### config.mk
export PLATFORM = sky130hd
export DESIGN_NAME = trivium_stream_flat
export DESIGN_NICKNAME = d
export VERILOG_FILES = /design/src/rtl/trivium_pkg.sv /design/src/rtl/trivium_stream_if.sv /design/src/rtl/trivium_round.sv /design/src/rtl/trivium_stream.sv /design/src/flat_wrapper.sv
export SDC_FILE = /design/constraint.sdc
export NUM_CORES = 1
export LEC_CHECK = 0
export ABC_AREA = 1
export CELL_PAD_IN_SITES_DETAIL_PLACEMENT = 1
export CELL_PAD_IN_SITES_GLOBAL_PLACEMENT = 1
export CORE_AREA = 2 2 290 292
export DETAILED_ROUTE_END_ITERATION = 6
export DIE_AREA = 0 0 292 294
export PLACE_DENSITY_LB_ADDON = 0.08
export RECOVER_POWER = 100
export SKIP_CTS_REPAIR_TIMING = 1
export SLEW_MARGIN = 15
export SYNTH_ARGS = -nofsm -noshare
export SYNTH_HDL_FRONTEND = slang
export SYNTH_HIERARCHICAL = 1
export SYNTH_SLANG_ARGS = --single-unit
### constraint.sdc
create_clock -name clk -period 5.8 [get_ports clk]
set_input_delay 0.87 -clock clk [delete_from_list [all_inputs] [get_ports clk]]
set_output_delay 0.87 -clock clk [all_outputs]
set_load 0.005 [all_outputs]
### src/rtl/trivium_pkg.sv
// Shared constants, tap positions, FSM type and load-state helper for the Trivium keystream generator.
package trivium_pkg;

  localparam int STATE_W         = 288;
  localparam int KEY_W           = 80;
  localparam int IV_W            = 80;
  localparam int DEF_INIT_ROUNDS = 1152;

  // Tap positions use eStream numbering (s1..s288); subtract one for a vector index.
  localparam int TAP_T1_A   = 66;
  localparam int TAP_T1_B   = 93;
  localparam int TAP_T2_A   = 162;
  localparam int TAP_T2_B   = 177;
  localparam int TAP_T3_A   = 243;
  localparam int TAP_T3_B   = 288;
  localparam int TAP_T1_AND_A = 91;
  localparam int TAP_T1_AND_B = 92;
  localparam int TAP_T1_FB    = 171;
  localparam int TAP_T2_AND_A = 175;
  localparam int TAP_T2_AND_B = 176;
  localparam int TAP_T2_FB    = 264;
  localparam int TAP_T3_AND_A = 286;
  localparam int TAP_T3_AND_B = 287;
  localparam int TAP_T3_FB    = 69;

  typedef enum logic [1:0] {
    IDLE,
    INIT,
    RUN
  } fsm_t;

  // Initial register image: key in s1..s80, iv in s94..s173, s286..s288 set, rest clear.
  function automatic logic [STATE_W-1:0] load_state(input logic [KEY_W-1:0] key,
                                                    input logic [IV_W-1:0]  iv);
    logic [STATE_W-1:0] s;
    s                  = '0;
    s[KEY_W-1:0]       = key;
    s[93 +: IV_W]      = iv;
    s[STATE_W-1 -: 3]  = 3'b111;
    return s;
  endfunction

endpackage

### src/rtl/trivium_stream_if.sv
// Load/key/IV inputs and keystream valid/ready bundle for trivium_stream.
// With TRIVIUM_CNT_EN defined the bundle also carries the 64-bit ks_count.
interface trivium_stream_if #(
  parameter int W = 8
);
  import trivium_pkg::*;

  logic             load;
  logic [KEY_W-1:0] key;
  logic [IV_W-1:0]  iv;
  logic             busy;
  logic             ks_valid;
  logic             ks_ready;
  logic [W-1:0]     ks_data;
`ifdef TRIVIUM_CNT_EN
  logic [63:0]      ks_count;

  modport master (
    input  load, key, iv, ks_ready,
    output busy, ks_valid, ks_data, ks_count
  );
  modport slave (
    output load, key, iv, ks_ready,
    input  busy, ks_valid, ks_data, ks_count
  );
`else
  modport master (
    input  load, key, iv, ks_ready,
    output busy, ks_valid, ks_data
  );
  modport slave (
    output load, key, iv, ks_ready,
    input  busy, ks_valid, ks_data
  );
`endif

endinterface

### src/rtl/trivium_round.sv
// One combinational Trivium step: next state and the keystream bit z of the current state.
module trivium_round
  import trivium_pkg::*;
(
  input  logic [STATE_W-1:0] s_in,
  output logic [STATE_W-1:0] s_out,
  output logic               z
);

  logic t1;
  logic t2;
  logic t3;
  logic t1_fb;
  logic t2_fb;
  logic t3_fb;

  assign t1 = s_in[TAP_T1_A-1] ^ s_in[TAP_T1_B-1];
  assign t2 = s_in[TAP_T2_A-1] ^ s_in[TAP_T2_B-1];
  assign t3 = s_in[TAP_T3_A-1] ^ s_in[TAP_T3_B-1];

  assign z = t1 ^ t2 ^ t3;

  assign t1_fb = t1 ^ (s_in[TAP_T1_AND_A-1] & s_in[TAP_T1_AND_B-1]) ^ s_in[TAP_T1_FB-1];
  assign t2_fb = t2 ^ (s_in[TAP_T2_AND_A-1] & s_in[TAP_T2_AND_B-1]) ^ s_in[TAP_T2_FB-1];
  assign t3_fb = t3 ^ (s_in[TAP_T3_AND_A-1] & s_in[TAP_T3_AND_B-1]) ^ s_in[TAP_T3_FB-1];

  // Three shift registers s1..93, s94..177, s178..288, each fed at its low end.
  assign s_out = {s_in[286:177], t2_fb, s_in[175:93], t1_fb, s_in[91:0], t3_fb};

endmodule

### src/rtl/trivium_stream.sv
// Trivium keystream generator: W unrolled steps per cycle, cycle-counted warm-up, valid/ready output.
// Define TRIVIUM_CNT_EN to add the saturating ks_count of delivered keystream bits.
module trivium_stream
  import trivium_pkg::*;
#(
  parameter int W           = 8,
  parameter int INIT_ROUNDS = DEF_INIT_ROUNDS
) (
  input logic              clk,
  input logic              rst,
  trivium_stream_if.master bus
);

  localparam int               CNT_W    = $clog2(INIT_ROUNDS + 1);
  localparam logic [CNT_W-1:0] CNT_STEP = CNT_W'(W);
  localparam logic [CNT_W-1:0] CNT_LAST = CNT_W'(INIT_ROUNDS - W);

  fsm_t               fsm_reg;
  logic [STATE_W-1:0] state_reg;
  logic [CNT_W-1:0]   round_cnt_reg;
  logic               busy_reg;
  logic               ks_valid_reg;
  logic [STATE_W-1:0] state_adv;
  logic [W-1:0]       z_word;
  logic               advance;

  for (genvar gi = 0; gi < W; gi++) begin : g_step
    logic [STATE_W-1:0] s_prev;
    logic [STATE_W-1:0] s_next;
    if (gi == 0) begin : g_first
      assign s_prev = state_reg;
    end else begin : g_chain
      assign s_prev = g_step[gi-1].s_next;
    end
    trivium_round u_round (
      .s_in  (s_prev),
      .s_out (s_next),
      .z     (z_word[gi])
    );
  end

  assign state_adv = g_step[W-1].s_next;
  assign advance   = ks_valid_reg & bus.ks_ready;

  always_ff @(posedge clk or negedge rst) begin
    if (!rst) begin
      fsm_reg       <= IDLE;
      state_reg     <= '0;
      round_cnt_reg <= '0;
      busy_reg      <= 1'b0;
      ks_valid_reg  <= 1'b0;
    end else if (bus.load) begin
      // A load always restarts warm-up, dropping any word not yet accepted.
      fsm_reg       <= INIT;
      state_reg     <= load_state(bus.key, bus.iv);
      round_cnt_reg <= '0;
      busy_reg      <= 1'b1;
      ks_valid_reg  <= 1'b0;
    end else begin
      case (fsm_reg)
        INIT: begin
          state_reg     <= state_adv;
          round_cnt_reg <= round_cnt_reg + CNT_STEP;
          if (round_cnt_reg == CNT_LAST) begin
            fsm_reg      <= RUN;
            busy_reg     <= 1'b0;
            ks_valid_reg <= 1'b1;
          end
        end
        RUN: begin
          if (advance) begin
            state_reg <= state_adv;
          end
        end
        default: ;
      endcase
    end
  end

  assign bus.busy     = busy_reg;
  assign bus.ks_valid = ks_valid_reg;
  assign bus.ks_data  = (fsm_reg == RUN) ? z_word : '0;

`ifdef TRIVIUM_CNT_EN
  localparam logic [63:0] COUNT_STEP = 64'(W);
  localparam logic [63:0] COUNT_MAX  = '1;

  logic [63:0] ks_count_reg;

  always_ff @(posedge clk or negedge rst) begin
    if (!rst) begin
      ks_count_reg <= '0;
    end else if (bus.load) begin
      ks_count_reg <= '0;
    end else if (advance) begin
      ks_count_reg <= (ks_count_reg > COUNT_MAX - COUNT_STEP) ? COUNT_MAX
                                                              : ks_count_reg + COUNT_STEP;
    end
  end

  assign bus.ks_count = ks_count_reg;
`endif

endmodule

### src/flat_wrapper.sv
// flat-port wrapper written by rule: the top's interface ports become plain ports
module trivium_stream_flat import trivium_pkg::*;
#(
  parameter int W           = 8,
  parameter int INIT_ROUNDS = DEF_INIT_ROUNDS
)
  (clk, rst, bus_load, bus_key, bus_iv, bus_ks_ready, bus_busy, bus_ks_valid, bus_ks_data);
  trivium_stream_if #(.W(W)) bus_i ();
  input logic clk;
  input logic rst;
  input wire logic [$bits(bus_i.load)-1:0] bus_load;
  input wire logic [$bits(bus_i.key)-1:0] bus_key;
  input wire logic [$bits(bus_i.iv)-1:0] bus_iv;
  input wire logic [$bits(bus_i.ks_ready)-1:0] bus_ks_ready;
  output wire logic [$bits(bus_i.busy)-1:0] bus_busy;
  output wire logic [$bits(bus_i.ks_valid)-1:0] bus_ks_valid;
  output wire logic [$bits(bus_i.ks_data)-1:0] bus_ks_data;
  assign bus_i.load = bus_load;
  assign bus_i.key = bus_key;
  assign bus_i.iv = bus_iv;
  assign bus_i.ks_ready = bus_ks_ready;
  assign bus_busy = bus_i.busy;
  assign bus_ks_valid = bus_i.ks_valid;
  assign bus_ks_data = bus_i.ks_data;
  trivium_stream #(.W(W), .INIT_ROUNDS(INIT_ROUNDS)) u_core (.clk(clk), .rst(rst), .bus(bus_i));
endmodule
==> flow_metrics.env, run 1 <==
export IMPL_syn2layout_area_growth_pct=-40.4
export IMPL_netlist_area_um2=32800
export IMPL_grt_pass1_wl_um=86900
export IMPL_fp_dieW_um=292
export IMPL_rr_worst_depth=5
export IMPL_p_per_area_nw_per_um2=285
export IMPL_port_buffers=173
export IMPL_dieArea_um2=85800
export IMPL_cts_max_level=2
export IMPL_stdcell_area_um2=19500
export IMPL_whs_path_depth=2
export IMPL_pre_cts_ws_ns=2.21
export IMPL_yosysTopAreaCell="buf_4"
export IMPL_grt_ovfl_total=0
export IMPL_synth_area_top_cells="buf_4 53%, dfrtp_1 23%, nand2_1 10%, inv_1 4.2%, o21ai_0 4.0%"
export IMPL_ys_ff_latch=298
export IMPL_worstPathMaxFanout=121
export IMPL_fin_skew_ns=0.0152
export IMPL_yosysTopAreaCellShare_pct=52.8
export IMPL_arrival_ns=4.26
export IMPL_vdd_drop_max_uv=147
export IMPL_layout_setup_ws_ns=1.87
export IMPL_worst_pin_slew_ns=3.22
export IMPL_drive_above_1_share_pct=3.80
export IMPL_synth_cells=4502
export IMPL_critPathKind="input port to register"
export IMPL_period_share_pct=67.8
export IMPL_critPathCaptureType="register"
export IMPL_core_area_um2=82900
export IMPL_status="finished with violations"
export IMPL_grt_pass1_vias=14724
export IMPL_p_leak_uw=0.00969
export IMPL_cap_violations=6
export IMPL_synth_edff_count=0
export IMPL_first_pass_iters=4
export IMPL_clock_sinks=298
export IMPL_worstPathRequired_ns=6.13
export IMPL_routed_wl_um=54600
export IMPL_ctsLongestPathBuffers=3
export IMPL_nets=2477
export IMPL_setup_viol=0
export IMPL_io_pins=174
export IMPL_seqCellArea_um2=7460
export IMPL_ys_types=22
export IMPL_max_freq_ghz=0.254
export IMPL_synth_ff_type="dfrtp_1"
export IMPL_p_total_uw=5560
export IMPL_placed_area_um2=18200
export IMPL_antenna_found_initial=1
export IMPL_slew_headroom_pct=-115
export IMPL_wl_per_cell_um=16.0
export IMPL_maxSlewViolCount=543
export IMPL_cts_tree="yes"
export IMPL_final_hold_viol_count=0
export IMPL_num_fill_cells=9937
export IMPL_drc=0
export IMPL_violations="capacitance limit, slew limit"
export IMPL_die_h_um=294
export IMPL_yosysMostFrequentCell="buf_4"
export IMPL_post_route_min_period_ns=3.93
export IMPL_start_kind="input port"
export IMPL_path_clk_slew_ns=0.06
export IMPL_via_per_inst=3.97
export IMPL_final_antenna_net_count=0
export IMPL_start_util_pct=39.5
export IMPL_avgSynthCellArea_um2=7.28
export IMPL_synth_net_count=4667
export IMPL_largest_reg_flops=288
export IMPL_seq_area_frac_synth_pct=22.8
export IMPL_gr_usage_all_layers_pct=12.9
export IMPL_place_congestion=0.716
export IMPL_ys_top_cells_by_count="2306 x buf_4, 890 x nand2_1, 368 x inv_1"
export IMPL_fp_row_count=106
export IMPL_vias=13598
export IMPL_grt_max_degree=175
export IMPL_dp_hpwl_um=36800
export IMPL_diodes=0
export IMPL_hp_class="register to register"
export IMPL_multi_input_area_um2=6090
export IMPL_drt_initial_drc_count=623
export IMPL_rsz0062_at_grt="false"
export IMPL_cts_root_buf="clkbuf_16"
export IMPL_clock_latency_ns=0.56
export IMPL_async_flop_share_pct=100
export IMPL_numCtsBuffers=42
export IMPL_ys_warn_count=6
export IMPL_setup_tns_final_ns=0
==> report_power, final <==
group	internal, µW	switching [µW]	total (µW)	leakage (µW)
Sequential	2210	111	2330	0.00383
Clock	1540	1010	2550	0.000646
Combinational	275	415	690	0.00521
==> routing by layer <==
metal	track usage, %	routed length [µm]	vias to the layer above
li1	-	-	6856
met1	18.4	27800	6528
met2	20.4	24200	162
met3	2.10	1780	52
met4	2.74	830	0
met5	0	0	-
==> cell usage in the layout, fill, tap and decap left out <==
master / instances
a21oi_1: 7
buf_12: 5
buf_4: 1
buf_6: 1
bufinv_16: 1
clkbuf_1: 17
clkbuf_16: 45
clkbuf_2: 4
clkbuf_8: 6
clkdlybuf4s50_1: 161
clkinv_2: 4
clkinvlp_4: 4
dfrtp_1: 298
dlygate4sd3_1: 10
ha_1: 1
inv_1: 368
inv_2: 8
inv_8: 1
nand2_1: 890
nand2_2: 8
nand3_1: 147
nand3_4: 1
nand3b_1: 8
nand4_1: 2
nor2_1: 23
nor3_1: 1
o21ai_0: 286
o21ai_1: 1
o21bai_1: 1
xnor2_1: 8
xor2_1: 25
==> critical path: stages <==
cell and delay (ns):
buf_6 0.36, inv_8 0.37, nand3_4 0.67, clkbuf_1 1.61
o21ai_0 0.29
==> worst paths after layout <==
check,end,slack (ns),startpoint
worst max-delay path,u_core/g_step[0].s_prev[149]$_DFFE_PN0P_,1.87,bus_load
worst min-delay path,u_core/g_step[0].s_prev[253]$_DFFE_PN0P_,0.51,u_core/g_step[0].s_prev[245]$_DFFE_PN0P_
worst max register to register,u_core/g_step[0].s_prev[149]$_DFFE_PN0P_,2.31,u_core/fsm_reg[1]$_DFFE_PN0P_
worst min register to register,u_core/g_step[0].s_prev[253]$_DFFE_PN0P_,0.51,u_core/g_step[0].s_prev[245]$_DFFE_PN0P_
max in group asynchronous,u_core/g_step[0].s_prev[137]$_DFFE_PN0P_,2.54,rst
min in group asynchronous,u_core/g_step[0].s_prev[245]$_DFFE_PN0P_,1.35,rst
==> per-stage QoR <==
stage / std cells / utilization [%] / hold WS [ns]
3_3_place_gp: 3348 / 22.0 / 0.490
5_1_grt: 3423 / 23.6 / 0.540
6_report: 3423 / 23.6 / 0.506
2_1_floorplan: 4502 / - / 0.476
4_1_cts: 3423 / 23.6 / 0.452
3_5_place_dp: 3348 / 22.0 / 0.497
==> area by class of cell <==
type / count / area share, %
flip-flops and latches: 298 / 38.2
multi-input cells: 1409 / 31.2
repair buffers: 184 / 9.52
inverters: 377 / 7.29
well taps: 1080 / 6.92
clock buffers: 66 / 6.48
clock inverters: 9 / 0.410
==> cell families (layout without fill, tap and decap cells) <==
kind of cell	after synthesis	count (layout)	share of synthesized area, %
compound gates	295	295	4.51
flops	298	298	22.8
buf+inv	2795	636	58.7
xor+xnor	33	33	0.882
simple gates	1080	1080	13.1
fa+ha+maj	1	1	0.0382
No activity file was read; power rests on OpenSTA's default activity.
==> inputs of run 2 (changes only) <==
==> constraint.sdc (replaced) <==
create_clock -name clk -period 3.9 [get_ports clk]
set_input_delay 0.585 -clock clk [delete_from_list [all_inputs] [get_ports clk]]
set_output_delay 0.585 -clock clk [all_outputs]
set_load 0.005 [all_outputs]
==> flow_metrics.env, run 2 (synthesized netlist as in run 1, its figures left out) <==
export IMPL_drive_above_1_share_pct=4.33
export IMPL_cts_root_buf="clkbuf_16"
export IMPL_wl_per_cell_um=16.3
export IMPL_cts_tree="yes"
export IMPL_whs_ns=0.503
export IMPL_stdcell_area_um2=19700
export IMPL_cp_slowest_cell="nand3_1"
export IMPL_dieArea_um2=85800
export IMPL_die_h_um=294
export IMPL_clock_sinks=298
export IMPL_via_per_inst=3.96
export IMPL_arrival_ns=3.55
export IMPL_status="finished with violations"
export IMPL_syn2layout_area_growth_pct=-39.8
export IMPL_slew_headroom_pct=-106
export IMPL_vdd_drop_max_uv=254
export IMPL_period_share_pct=80.1
export IMPL_crit_family="simple AND/OR/NAND/NOR gates"
export IMPL_grt_ovfl_total=0
export IMPL_drt_initial_drc_count=608
export IMPL_grt_pass1_wl_um=87700
export IMPL_violations="capacitance limit, slew limit"
export IMPL_fp_dieW_um=292
export IMPL_placed_area_um2=18400
export IMPL_cap_violations=3
export IMPL_critPathBufInv=3
export IMPL_vias=13603
export IMPL_reg2reg_slack_ns=0.78
export IMPL_cts_max_level=2
export IMPL_worst_pin_slew_ns=3.09
export IMPL_drc=0
export IMPL_core_area_um2=82900
export IMPL_start_kind="register"
export IMPL_worstPathMaxFanout=69
export IMPL_final_antenna_net_count=0
export IMPL_routed_wl_um=56000
export IMPL_place_congestion=0.725
export IMPL_setup_viol=0
export IMPL_max_stage_delay_ns=1.20
export IMPL_critPathCaptureType="register"
export IMPL_placedCellCount=3361
export IMPL_fin_skew_ns=0.0181
export IMPL_nets=2491
export IMPL_antenna_found_initial=0
export IMPL_most_common_layout_cells="890 x nand2_1, 369 x inv_1, 298 x dfrtp_1"
export IMPL_ctsLongestPathBuffers=3
export IMPL_path_clk_slew_ns=0.05
export IMPL_io_pins=174
export IMPL_p_per_area_nw_per_um2=425
export IMPL_final_hold_viol_count=0
export IMPL_dp_hpwl_um=38300
export IMPL_port_buffers=173
export IMPL_numCtsBuffers=43
export IMPL_cp_cell_sequence="inv_1 > nand2_1 > nand3_1 > buf_12 > buf_12 > nand3_1 > o21ai_0"
export IMPL_worstPathRequired_ns=4.33
export IMPL_grt_max_degree=160
export IMPL_first_pass_iters=4
export IMPL_post_route_min_period_ns=3.12
export IMPL_rsz0062_at_grt="false"
export IMPL_fp_row_count=106
export IMPL_critPathKind="register to register"
export IMPL_max_freq_ghz=0.320
export IMPL_gr_usage_all_layers_pct=13.1
export IMPL_setup_tns_final_ns=0
export IMPL_diodes=0
export IMPL_p_leak_uw=0.00982
export IMPL_maxSlewViolCount=181
export IMPL_hp_class="register to register"
export IMPL_grt_pass1_vias=14598
export IMPL_largest_reg_flops=288
export IMPL_clock_latency_ns=0.56
export IMPL_start_util_pct=39.5
export IMPL_layout_commonest_cell="nand2_1"
export IMPL_final_cell_count_no_fill=3433
-- run 2: cell count changes in the layout (fill, tap and decap cells not counted), moves of 2 or more --
| cell | delta |
|---|---|
| clkinvlp_4 | -4 |
| o21ai_1 | +2 |
| clkbuf_1 | -5 |
| clkinv_2 | +2 |
| clkbuf_8 | +3 |
| o21ai_0 | -2 |
| buf_12 | +8 |
| buf_4 | +5 |
-- run 2: layout make-up --
cell class | instances | area (µm²)
clock buffer | 64 | 1290
clock inverter | 8 | 90.1
fill | 10005 | 63200
inverter | 377 | 1420
multi-input combinational | 1409 | 6080
sequential | 298 | 7460
tap | 1080 | 1350
timing repair buffer | 197 | 2060
-- run 2: worst paths after layout --
| kind | startpoint | endpoint | depth (start not counted) |
|---|---|---|---|
| hold / removal | u_core/g_step[0].s_prev[249]$_DFFE_PN0P_ | u_core/g_step[0].s_prev[257]$_DFFE_PN0P_ | 2 |
| max in group asynchronous | rst | u_core/g_step[0].s_prev[254]$_DFFE_PN0P_ | 2 |
| setup reg to reg | u_core/fsm_reg[1]$_DFFE_PN0P_ | u_core/g_step[0].s_prev[82]$_DFFE_PN0P_ | 7 |
| hold reg to reg | u_core/g_step[0].s_prev[249]$_DFFE_PN0P_ | u_core/g_step[0].s_prev[257]$_DFFE_PN0P_ | 2 |
| setup / recovery | u_core/fsm_reg[1]$_DFFE_PN0P_ | u_core/g_step[0].s_prev[82]$_DFFE_PN0P_ | 7 |
| min in group asynchronous | rst | u_core/g_step[0].s_prev[235]$_DFFE_PN0P_ | 1 |
-- run 2: worst reg2reg max path, cell delays in order (launching register included) --
cell,delay (ns)
dfrtp_1,0.36
inv_1,0.09
nand2_1,0.20
nand3_1,1.20
buf_12,0.69
buf_12,0.26
nand3_1,0.08
o21ai_0,0.11
-- run 2: report_power, final --
group	internal (µW)	switching (µW)	leakage (µW)	total [µW]
combinational	415	628	0.00531	1040
clock	2390	1500	0.000683	3890
sequential	3290	163	0.00383	3450
-- run 2: metal layers --
metal / track usage (%) / vias up / wire, µm
met4: 2.65 / 0 / 806
li1: - / 6885 / -
met1: 18.7 / 6492 / 28000
met2: 20.8 / 172 / 24900
met3: 2.09 / 54 / 2230
met5: 0 / - / 0
-- run 2: through the flow --
step	worst slack [ns]	total power, µW	util, %
2_1_floorplan	1.62	6270	-
3_3_place_gp	1.34	4590	22.2
3_5_place_dp	1.35	4600	22.2
4_1_cts	0.761	8650	23.9
5_1_grt	0.397	8910	23.8
6_report	0.777	8390	23.8
